==> src/rtl/mem_arb_pkg.sv <==
// mem_arb_pkg: state type, index-width helper and default widths for the memory port arbiter
package mem_arb_pkg;
   localparam int DEF_ADDR_W = 32;
   localparam int DEF_LINE_W = 256;
   typedef enum logic [1:0] {IDLE, GRANT, RELEASE} state_t;
   function automatic int idx_w(input int n);
      return (n > 1) ? $clog2(n) : 1;
   endfunction
endpackage

==> src/rtl/rr_pick.sv <==
// rr_pick: combinational round-robin picker, req vector + last winner -> next winner index and valid
module rr_pick
   import mem_arb_pkg::*;
#(
   parameter int NUM_CH = 2,
   parameter int IW     = idx_w(NUM_CH)
) (
   input  logic [NUM_CH-1:0] req,
   input  logic [IW-1:0]     last,
   output logic [IW-1:0]     grant,
   output logic              valid
);
   logic [IW-1:0] c;
   always_comb begin
      grant = '0;
      valid = 1'b0;
      c     = '0;
      for (int k = NUM_CH; k >= 1; k--) begin
         c = IW'((int'(last) + k) % NUM_CH);
         if (req[c]) begin
            grant = c;
            valid = 1'b1;
         end
      end
   end
endmodule

==> src/rtl/mem_port_arbiter.sv <==
// mem_port_arbiter: round-robin sharing of one line-wide enable/ack memory port among NUM_CH requesters, with sticky timeout
module mem_port_arbiter
   import mem_arb_pkg::*;
#(
   parameter  int NUM_CH  = 2,
   parameter  int ADDR_W  = DEF_ADDR_W,
   parameter  int LINE_W  = DEF_LINE_W,
   parameter  int TIMEOUT = 64,
   localparam int IW      = idx_w(NUM_CH)
) (
   input  logic                     clk_i,
   input  logic                     rst_i,
   input  logic [NUM_CH-1:0]        ch_enable_i,
   input  logic [NUM_CH-1:0]        ch_write_i,
   input  logic [NUM_CH*ADDR_W-1:0] ch_addr_i,
   input  logic [NUM_CH*LINE_W-1:0] ch_data_i,
   output logic [LINE_W-1:0]        ch_data_o,
   output logic [NUM_CH-1:0]        ch_ack_o,
   input  logic [LINE_W-1:0]        mem_data_i,
   input  logic                     mem_ack_i,
   output logic [LINE_W-1:0]        mem_data_o,
   output logic [ADDR_W-1:0]        mem_addr_o,
   output logic                     mem_enable_o,
   output logic                     mem_write_o,
   output logic [IW-1:0]            grant_o,
   output logic                     busy_o,
   output logic                     timeout_o
);
   localparam int CW = $clog2(TIMEOUT + 1);
   state_t        state, state_n;
   logic [IW-1:0] last, pick;
   logic          pick_valid;
   logic [CW-1:0] wait_cnt;
   logic [ADDR_W-1:0] addr_a [NUM_CH];
   logic [LINE_W-1:0] data_a [NUM_CH];
   for (genvar g = 0; g < NUM_CH; g++) begin : g_unpack
      assign addr_a[g] = ch_addr_i[g*ADDR_W +: ADDR_W];
      assign data_a[g] = ch_data_i[g*LINE_W +: LINE_W];
   end
   rr_pick #(.NUM_CH(NUM_CH)) u_pick (
      .req   (ch_enable_i),
      .last  (last),
      .grant (pick),
      .valid (pick_valid)
   );
   always_comb begin
      state_n = (state == IDLE)  ? (pick_valid ? GRANT : IDLE) :
                (state == GRANT) ? (mem_ack_i ? RELEASE : GRANT) : IDLE;
   end
   assign ch_ack_o  = (state == GRANT && mem_ack_i) ? NUM_CH'(1) << grant_o : '0;
   assign ch_data_o = mem_data_i;
   assign busy_o    = (state != IDLE);
   always_ff @(posedge clk_i) begin
      if (rst_i) begin
         state        <= IDLE;
         last         <= IW'(NUM_CH - 1);
         grant_o      <= '0;
         mem_addr_o   <= '0;
         mem_data_o   <= '0;
         mem_enable_o <= 1'b0;
         mem_write_o  <= 1'b0;
         wait_cnt     <= '0;
         timeout_o    <= 1'b0;
      end else begin
         state <= state_n;
         if (state == IDLE && pick_valid) begin
            grant_o      <= pick;
            last         <= pick;
            mem_addr_o   <= addr_a[pick];
            mem_data_o   <= data_a[pick];
            mem_write_o  <= ch_write_i[pick];
            mem_enable_o <= 1'b1;
            wait_cnt     <= '0;
         end
         if (state == GRANT && mem_ack_i) begin
            mem_enable_o <= 1'b0;
            mem_write_o  <= 1'b0;
         end
         if (state == GRANT && !mem_ack_i) begin
            wait_cnt <= (int'(wait_cnt) >= TIMEOUT) ? wait_cnt : wait_cnt + 1'b1;
            if (int'(wait_cnt) + 1 >= TIMEOUT) timeout_o <= 1'b1;
         end
      end
   end
endmodule

==> config.mk <==
export PLATFORM = sky130hd
export DESIGN_NAME = mem_port_arbiter
export DESIGN_NICKNAME = d
export VERILOG_FILES = /design/src/rtl/mem_arb_pkg.sv /design/src/rtl/rr_pick.sv /design/src/rtl/mem_port_arbiter.sv
export SDC_FILE = /design/constraint.sdc
export NUM_CORES = 1
export LEC_CHECK = 0
export ABC_AREA = 0
export BUFFER_PORTS_ARGS = -buffer_cell sky130_fd_sc_hd__buf_2
export CAP_MARGIN = 20
export CORE_AREA = 2 2 543 545
export CTS_CLUSTER_SIZE = 30
export DETAILED_ROUTE_END_ITERATION = 8
export DIE_AREA = 0 0 545 547
export HOLD_SLACK_MARGIN = 0.15
export SLEW_MARGIN = 10
export SYNTH_ARGS = -nofsm -noshare
export SYNTH_HDL_FRONTEND = slang
export SYNTH_SLANG_ARGS = --single-unit
export TNS_END_PERCENT = 1
==> constraint.sdc <==
create_clock -name clk_i -period 4.4 [get_ports clk_i]
set_clock_uncertainty 0.1 [all_clocks]
set_input_delay 1.32 -clock clk_i [delete_from_list [all_inputs] [get_ports clk_i]]
set_output_delay 1.32 -clock clk_i [all_outputs]
set_load 0.02 [all_outputs]
* After elaboration in Yosys (flattened, before gate mapping) *
Cells that the tools add are included.

word-level totals
  logic and storage cells = 57
  register bits = 302
  input port bits = 839
  output and inout port bits = 551

operators by class
  $add $sub $neg = 4
  reductions and logical operators = 10
  shifts and indexed selects = 1
  bitwise operators = 1
  order comparisons = 6
  muxes and demuxes = 24
  equal/unequal tests = 2

operators with widths
  cell                                                                count
  two-way mux 256 bit                                                 3
  two-way mux 32 bit                                                  3
  two-way mux 7 bit                                                   3
  two-way mux 1 bit                                                   11
  adder 7 x 1 -> 8 bit (second input constant)                        1
  greater-or-equal comparator 8 x 7 -> 1 bit (second input constant)  1
  two-way mux 2 bit                                                   4
  adder 7 x 1 -> 7 bit (second input constant)                        1
  greater-or-equal comparator 7 bit (second input constant)           1
  less-than comparator 1 x 2 -> 1 bit (second input constant)         3
  AND reduction 2 bit                                                 2
  nonzero test 2 bit                                                  2
  logical AND 1 bit                                                   3
  adder 1 bit (second input constant)                                 2
  equality test 2 x 1 -> 1 bit (second input constant)                1
  greater-or-equal comparator 2 bit (second input constant)           1
  zero test 2 bit                                                     1
  != test 2 bit (second input constant)                               1
  NOT 1 -> 2 bit                                                      1
  OR reduction 2 bit                                                  1
  << shifter 1 x 1 -> 2 bit (first input constant)                    1
  zero test 1 bit                                                     1

* Depth between registers and ports, before layout *
Gate-level depths: netlist (run 1).

  word-level depth = 9
  mapped depth = 8
  gate-level depth less buffers = 5

* Modules after synthesis *
A second synthesis (run 1) with hierarchy kept.

second synthesis, totals
  cells, all modules = 1618
  area total of the unflattened synthesis = 15039.4 um2

modules (own cells, without submodules)
  module            seq. area each (um2)  cells an instance  instances  area an instance (um2)
  mem_port_arbiter  6045.8                1616               1          15025.7
  rr_pick           0.0                   2                  1          13.8

* Worst setup path before layout (run 1) *
OpenSTA, ideal clock, no wires.

  path type = input to output
  start = input mem_ack_i
  end = output ch_ack_o[0]
  setup slack = 1325 ps
  required time = 2980 ps
  stages on the path = 2
  path buffers = 0
  arrival = 1655 ps
  cells stage by stage = nand2_1 > nor2_1

on the way
  longest elaborated chain between the ends = 2

RTL lines
  element            line                    text
  from (decl)        mem_port_arbiter.sv:20  input logic mem_ack_i,
  logical AND 1 bit  mem_port_arbiter.sv:50  assign ch_ack_o = (state == GRANT && mem_ack_i) ? NUM_CH'(1) << grant_o : '0;
  two-way mux 2 bit  mem_port_arbiter.sv:50
  to (decl)          mem_port_arbiter.sv:18  output logic [NUM_CH-1:0] ch_ack_o,

Every way passes these cells.

* Final worst setup path (run 1) *
Same ends and word-level chain as after synthesis.

==> run summary, run 1 <==
HPWL reported at the end of detailed placement - 193,800 um
ratio of final minimum period to clock period - 74.75%
cell chosen for the clock root - sky130_fd_sc_hd__clkbuf_16
net count reported at finish - 3,334
Mapped Nets - 2,774
leading cell type by number of instances after synthesis - sky130_fd_sc_hd__nand2_1
Critical Path Slowest Stage Cell - sky130_fd_sc_hd__buf_2
maximum number of pins on one net before global-route repair - 120
combined flip-flop and latch cell area - 0.006046 sq mm
clock transition at the register clock pins on the worst setup and hold paths after CTS - 0.06 ns
count of vias placed by the detailed router - 17.23k
iteration-0 DRC count of the detailed router - 1,357
clock tree buffer depth - 3
stage delay of the slowest cell on the critical path - 0.23 ns
cts repair resizes - 0
data required time at the worst endpoint - 2.98 ns
number of buffers added by the clock tree synthesis step - 42
detailed-route DRC error count - 0
RSZ-0062 raised after global routing - false
count of pins on the block boundary - 1,390
minimum clock period after layout - 3.289 ns
mean cell area of the mapped netlist - 8.629 sq um
number of maximum-capacitance violations - 0
cts hold-fix bufs - 0
total area of multi-input combinational cells - 0.007894 sq mm
CP Cell Sequence - buf_2 -> nand2_1 -> nor2_1 -> buf_2
hold crit path type - register to register
combined buffer and inverter count along the critical path - 2
most area-consuming cells after synthesis - sky130_fd_sc_hd__dfxtp_1 (36%), sky130_fd_sc_hd__a311oi_2 (25%), sky130_fd_sc_hd__nand2_1 (13%)
DRT Wirelength - 211,300 um
leakage power summed over all cells - 9.913 nW
CTS H-tree lvls - 2
Core Area - 0.2926 sq mm
leading area contributor after synthesis - sky130_fd_sc_hd__dfxtp_1
initial antenna violation count - 145
Placer Congestion - 0.9097
number of vias per cell - 2.642
overflow left after global routing - 0
DR WL/cell - 32.40 um
TritonCTS clock tree - built
setup tns final - 0 ns
number of flops mapped to enable cells by yosys - 0
kind of end point of the critical path - output pin
share of post-route cells with drive strength above 1 - 50.95%
path type of the worst setup path - primary input to output pin
buffers inserted by post-CTS timing repair - 0
headroom to the max-slew limit - 48.03%
wire length of the first global-routing pass - 242,600 um
num rows - 199
starting density of the core - 5.701%
P&R area growth vs syn - 53.30%
clock latency at the later pin of the worst-skew pair - 0.68 ns
Pre-antenna DRT Iters - 7
count of endpoints failing setup in the final report - 0
filler cell count - 34.24k
actual transition at the worst max-transition pin - 0.7795 ns
Synth Flop Type - sky130_fd_sc_hd__dfxtp_1
summed instance area of the synthesized netlist - 0.01668 sq mm
number of max-slew violations in the final report - 0
largest fanout of any net on the critical path - 6
Synth cell types - 35
area share of the largest cell type after synthesis - 36.25%
yosys synthesis warning count - 0
Total Power Consumption - 0.01013 W
worst endpoint data arrival time - 1.87 ns
sequential share of the synthesized area - 36.25%
number of instances in the synthesized netlist - 1,933
final hold slack - 0.3955 ns
most frequent cell on the critical path - sky130_fd_sc_hd__buf_2
worst supply voltage drop on vdd - 0.2757 mV
CP top delay family - buffers and inverters
vertical die dimension - 547 um
number of global-route vias before repair - 15.97k
final hold violation count - 0
post-place setup slack - 0.9755 ns
flop and latch count out of synthesis - 302
ys async rst share - 0%
number of port buffers - 877
most instantiated cells after synthesis - sky130_fd_sc_hd__nand2_1 (582), sky130_fd_sc_hd__dfxtp_1 (302), sky130_fd_sc_hd__nor2_1 (298), sky130_fd_sc_hd__buf_4 (280), sky130_fd_sc_hd__a311oi_2 (278)
die area - 0.2981 sq mm
Antenna Nets Post-Route - 0
PwrDens - 396.2 mW/mm^2
critical path launch point type - primary input
die width - 545 um
status - completed
maximum clock rate - 304.1 MHz
global-route usage over all layers - 13.58%
Sink Count - 302
worst path setup slack after routing - 1.111 ns
metal layers:
layer / vias up / part of all wire (%) / global-route usage, %
met5: - / 0.18 / 0.7536
met4: 42 / 6.1 / 6.963
met3: 509 / 27 / 16.67
met2: 1396 / 43 / 21.04
met1: 7672 / 24 / 9.173
li1: 7611 / - / -
logic make-up (layout without fill, tap and decap cells):
group | after synthesis | after routing | synth area share [%]
AOI/OAI and AO/OA | 310 | 310 | 26.39
other | 0 | 81 | 0
muxes | 2 | 2 | 0.1275
adders and majority gates | 2 | 2 | 0.1500
DFF | 302 | 302 | 36.25
and+or+nand+nor | 898 | 898 | 20.55
buffers and inverters | 419 | 1008 | 16.54
area by class of cell:
type | count | share of cell area [%]
clock buffers | 59 | 4.795
inverters | 1 | 0.01468
clock inverters | 14 | 0.7535
multi-input cells | 1212 | 30.87
flip-flops and latches | 302 | 23.64
repair buffers | 934 | 19.95
well taps | 3919 | 19.18
diodes | 81 | 0.7927
through the flow:
step	util, %	cells	instance area, sq um
after floorplan	-	1933	16680
after global placement	8.186	6368	23950
after detailed placement	8.186	6368	23950
after CTS	8.671	6441	25370
after global routing	8.715	6493	25500
final	8.740	6522	25570
where the power goes:
| group | internal, W | leakage [nW] | switching [W] | total, W |
|---|---|---|---|---|
| Clock | 0.00212 | 0.693 | 0.00160 | 0.00372 |
| Sequential | 0.00306 | 2.51 | 0.000174 | 0.00323 |
| Combinational | 0.000926 | 6.71 | 0.00225 | 0.00318 |
| Total | 0.00611 | 9.91 | 0.00402 | 0.0101 |
placed cells by master (no fill, tap or decap), types with 2 or more instances in the layout:
| cell type | count |
|---|---|
| sky130_fd_sc_hd__a21oi_1 | 9 |
| sky130_fd_sc_hd__a22oi_1 | 3 |
| sky130_fd_sc_hd__a311oi_1 | 10 |
| sky130_fd_sc_hd__a311oi_2 | 278 |
| sky130_fd_sc_hd__a31oi_1 | 2 |
| sky130_fd_sc_hd__and2_4 | 2 |
| sky130_fd_sc_hd__and3_1 | 2 |
| sky130_fd_sc_hd__buf_12 | 22 |
| sky130_fd_sc_hd__buf_2 | 876 |
| sky130_fd_sc_hd__buf_4 | 35 |
| sky130_fd_sc_hd__bufinv_16 | 3 |
| sky130_fd_sc_hd__clkbuf_1 | 7 |
| sky130_fd_sc_hd__clkbuf_16 | 43 |
| sky130_fd_sc_hd__clkbuf_8 | 9 |
| sky130_fd_sc_hd__clkinv_2 | 3 |
| sky130_fd_sc_hd__clkinv_8 | 2 |
| sky130_fd_sc_hd__clkinvlp_4 | 2 |
| sky130_fd_sc_hd__dfxtp_1 | 302 |
| sky130_fd_sc_hd__diode_2 | 81 |
| sky130_fd_sc_hd__ha_1 | 2 |
| sky130_fd_sc_hd__inv_6 | 2 |
| sky130_fd_sc_hd__inv_8 | 2 |
| sky130_fd_sc_hd__nand2_1 | 581 |
| sky130_fd_sc_hd__nand3_1 | 2 |
| sky130_fd_sc_hd__nor2_1 | 298 |
| sky130_fd_sc_hd__nor2b_1 | 2 |
| sky130_fd_sc_hd__nor3_1 | 2 |
| sky130_fd_sc_hd__o21ai_0 | 2 |
| sky130_fd_sc_hd__o21bai_1 | 2 |
final timing paths:
path / start / endpoint / slack (ns) / cells past startpoint
worst min register to register: mem_data_o[141] / mem_data_o[141] / 0.40 / 2
worst max register to register: state[1] / mem_data_o[104] / 1.85 / 6
worst min-delay path: mem_data_o[141] / mem_data_o[141] / 0.40 / 2
worst max-delay path: mem_ack_i / ch_ack_o[0] / 1.11 / 4
tightest hold or removal path, stage by stage (launching register included):
cell,delay [ns]
sky130_fd_sc_hd__dfxtp_1,0.31
sky130_fd_sc_hd__nor2_1,0.09
sky130_fd_sc_hd__a311oi_1,0.05
registers in the layout (all words and copies together), names as in the netlist, 2 cells and up:
register,flops
wait_cnt,7
mem_data_o,256
state,2
mem_addr_o,32
Note: power is estimated with default switching activity, not from simulation.
==> run 2: changes to the inputs <==
--- a/config.mk
+++ b/config.mk
@@ -5,13 +5,13 @@
 export SDC_FILE = /design/constraint.sdc
 export NUM_CORES = 1
 export LEC_CHECK = 0
-export ABC_AREA = 0
+export ABC_AREA = 1
 export BUFFER_PORTS_ARGS = -buffer_cell sky130_fd_sc_hd__buf_2
 export CAP_MARGIN = 20
-export CORE_AREA = 2 2 543 545
+export CORE_AREA = 2 2 549 551
 export CTS_CLUSTER_SIZE = 30
 export DETAILED_ROUTE_END_ITERATION = 8
-export DIE_AREA = 0 0 545 547
+export DIE_AREA = 0 0 551 553
 export HOLD_SLACK_MARGIN = 0.15
 export SLEW_MARGIN = 10
 export SYNTH_ARGS = -nofsm -noshare
==> constraint.sdc (replaced) <==
create_clock -name clk_i -period 2.65 [get_ports clk_i]
set_clock_uncertainty 0.1 [all_clocks]
set_input_delay 0.795 -clock clk_i [delete_from_list [all_inputs] [get_ports clk_i]]
set_output_delay 0.795 -clock clk_i [all_outputs]
set_load 0.02 [all_outputs]
==> run 2 against run 1 <==
Against the previous run:
- non-clock buffer count up 44
- critical path depth down 1
- combinational power up 44%
- area after synthesis down 3.6%
- highest routed layer unchanged
- die area up 2.2%
- cell area down 1.8%
- count of clock-buffer cells in the layout up 1
- critical path type is now register to output pin
- sequential power up 67%
- final cell count up 5.3%
- worst setup slack worse by 0.96 ns
==> run summary, run 2 <==
Final Util - 8.408% (-0.33 points)
busiest layer in global routing - met2
stage delay of the slowest cell on the critical path - 0.46 ns (+0.23 ns)
net count reported at finish - 3,687 (+11%)
DRT Wirelength - 145,400 um (-31%)
leakage power summed over all cells - 10.94 nW (+10%)
largest fanout of any net on the critical path - 4 (-2)
filler cell count - 35.26k (+3.0%)
final hold violation count - 0 (unchanged)
grt met3 use - 6.291% (-10 points)
global-route usage over all layers - 9.045% (-4.5 points)
leading area contributor after synthesis - sky130_fd_sc_hd__dfxtp_1
iteration-0 DRC count of the detailed router - 1,312 (-3.3%)
overflow left after global routing - 0 (unchanged)
HPWL reported at the end of detailed placement - 125,800 um (-35%)
ys async rst share - 0% (unchanged)
maximum number of pins on one net before global-route repair - 95 (-21%)
data required time at the worst endpoint - 1.76 ns (-1.22 ns)
number of global-route vias before repair - 16.12k (+0.94%)
num rows - 201 (+1.0%)
worst supply voltage drop on vdd - 0.4286 mV (+55%)
total area of multi-input combinational cells - 0.005951 sq mm (-25%)
yosys synthesis warning count - 0 (unchanged)
TritonCTS clock tree - built
status - completed
critical path launch point type - register
combined flip-flop and latch cell area - 0.006047 sq mm (about the same)
number of port buffers - 877 (unchanged)
Core Area - 0.2988 sq mm (+2.1%)
number of max-slew violations in the final report - 0 (unchanged)
register containing the most flip-flops in the final layout - mem_data_o
most frequent cells in the layout - sky130_fd_sc_hd__buf_2 (877), sky130_fd_sc_hd__o21ai_0 (407), sky130_fd_sc_hd__dfxtp_1 (301)
number of vias per cell - 2.566 (-2.9%)
clock tree buffer depth - 3 (unchanged)
worst path setup slack after routing - 0.1467 ns (-0.9645 ns)
Placer Congestion - 0.9284 (+2.1%)
path type of the worst setup path - register to output pin
count of vias placed by the detailed router - 17.62k (+2.2%)
Pre-antenna DRT Iters - 5 (-2)
mean cell area of the mapped netlist - 7.181 sq um (-17%)
kind of end point of the critical path - output pin
die area - 0.3047 sq mm (+2.2%)
number of flip-flops under the largest register name - 256 (unchanged)
DR WL/cell - 21.17 um (-35%)
P&R area growth vs syn - 56.30%
count of pins on the block boundary - 1,390 (unchanged)
RSZ-0062 raised after global routing - false
Synth Flop Type - sky130_fd_sc_hd__dfxtp_1
hold crit path type - primary input to register
vertical die dimension - 553 um (+1.1%)
flop and latch count out of synthesis - 302 (unchanged)
clock latency at the later pin of the worst-skew pair - 0.65 ns (-0.03 ns)
Sink Count - 302 (unchanged)
CP Cell Sequence - inv_1 -> nor2_2 -> buf_2
number of flops mapped to enable cells by yosys - 0 (unchanged)
leading cell type by number of instances after synthesis - sky130_fd_sc_hd__o21ai_0
most instantiated cells after synthesis - sky130_fd_sc_hd__o21ai_0 (407), sky130_fd_sc_hd__dfxtp_1 (302), sky130_fd_sc_hd__nor2_1 (298), sky130_fd_sc_hd__inv_1 (297), sky130_fd_sc_hd__a21oi_1 (280)
# placed instances - 6,734 (+5.7%)
setup tns final - 0 ns (unchanged)
largest registers - mem_data_o: 256 flops, mem_addr_o: 32 flops, wait_cnt: 7 flops
met1 usage in global routing - 8.426% (-0.75 points)
sequential share of the synthesized area - 37.62% (+1.4 points)
maximum clock rate - 399.5 MHz
cell chosen for the clock root - sky130_fd_sc_hd__clkbuf_16
actual transition at the worst max-transition pin - 0.6462 ns (-0.1333 ns)
minimum clock period after layout - 2.503 ns
most area-consuming cells after synthesis - sky130_fd_sc_hd__dfxtp_1 (38%), sky130_fd_sc_hd__buf_4 (13%), sky130_fd_sc_hd__o21ai_0 (13%)
post-place setup slack - 0.09715 ns (-0.8784 ns)
wire length of the first global-routing pass - 176,000 um (-27%)
detailed-route DRC error count - 0 (unchanged)
count of endpoints failing setup in the final report - 0 (unchanged)
Antenna Nets Post-Route - 0 (unchanged)
headroom to the max-slew limit - 56.92% (+8.9 points)
Total Power Consumption - 0.01652 W (+63%)
area share of the largest cell type after synthesis - 37.62% (+1.4 points)
starting density of the core - 5.379% (-0.32 points)
clock transition at the register clock pins on the worst setup and hold paths after CTS - 0.06 ns (about the same)
number of maximum-capacitance violations - 0 (unchanged)
final standard cell count with taps included and fillers excluded - 6,865 (+5.3%)
CTS H-tree lvls - 2 (unchanged)
Synth cell types - 24 (-31%)
Critical Path Slowest Stage Cell - sky130_fd_sc_hd__dfxtp_1
initial antenna violation count - 103 (-29%)
Mapped Nets - 3,079 (+11%)
share of post-route cells with drive strength above 1 - 37.57% (-13 points)
summed instance area of the synthesized netlist - 0.01607 sq mm (-3.6%)
number of buffers added by the clock tree synthesis step - 44 (+4.8%)
number of instances in the synthesized netlist - 2,238 (+16%)
PwrDens - 657.5 mW/mm^2 (+66%)
ratio of final minimum period to clock period - 94.46%
die width - 551 um (+1.1%)
most common cell after layout, fill and taps aside - sky130_fd_sc_hd__buf_2
routing usage on met2 - 14.20% (-6.8 points)
worst endpoint data arrival time - 1.61 ns (-0.26 ns)
-- run 2: logic make-up after synthesis --
kind of cell / synth area share (%)
AOI/OAI and AO/OA: 28.68
adders and majority gates: 0.1557
buffers and inverters: 25.45
DFF: 37.62
and+or+nand+nor: 8.096
-- run 2: worst max-delay path: cells and delay by family, from the launching register on --
| family | cells | cell delay (ns) |
|---|---|---|
| buf+inv | 2 | 0.29 |
| flops | 1 | 0.46 |
| simple gates | 1 | 0.20 |
-- run 2: layout make-up --
class                   instances  share of cell area, %
clock inverters                20                  1.215
well taps                    3958                  19.71
clock buffers                  60                  4.901
inverters                     299                  4.562
flip-flops and latches        302                  24.07
multi-input cells            1221                  23.69
diodes                         27                 0.2690
repair buffers                978                  21.58
-- run 2: worst paths after layout --
check | start | to | slack [ns] | cells after the start
hold / removal | ch_data_i[419] | mem_data_o[163] | 0.25 | 3
setup reg to reg | state[1] | mem_addr_o[26] | 0.21 | 7
setup / recovery | grant_o | ch_ack_o[1] | 0.15 | 3
hold reg to reg | timeout_o | timeout_o | 0.35 | 2
-- run 2: timing repair --
| action | in CTS | in global routing |
|---|---|---|
| resized for setup | 2 | 1 |
| hold endpoints to repair | 24 | 0 |
| hold buffers | 24 | 0 |
| setup buffers | 0 | 0 |
| setup endpoints to repair | 2 | 1 |
-- run 2: layer usage --
metal	part of all wire, %	up-vias
met5	0.25	-
met4	7.7	50
met3	17	588
met2	44	953
met1	32	7787
li1	-	8237
-- run 2: power breakdown --
part	switching, W	internal, W	total [W]
clock	0.00270	0.00386	0.00656
sequential	0.000307	0.00507	0.00538
combinational	0.00318	0.00139	0.00457
-- run 2: stage by stage --
stage          area [sq um]  hold WS, ns
6_report              25120       0.2535
5_1_grt               25070       0.2057
4_1_cts               25050       0.1509
3_5_place_dp          23270       0.3434
3_3_place_gp          23270       0.3362
2_1_floorplan         16070       0.3490
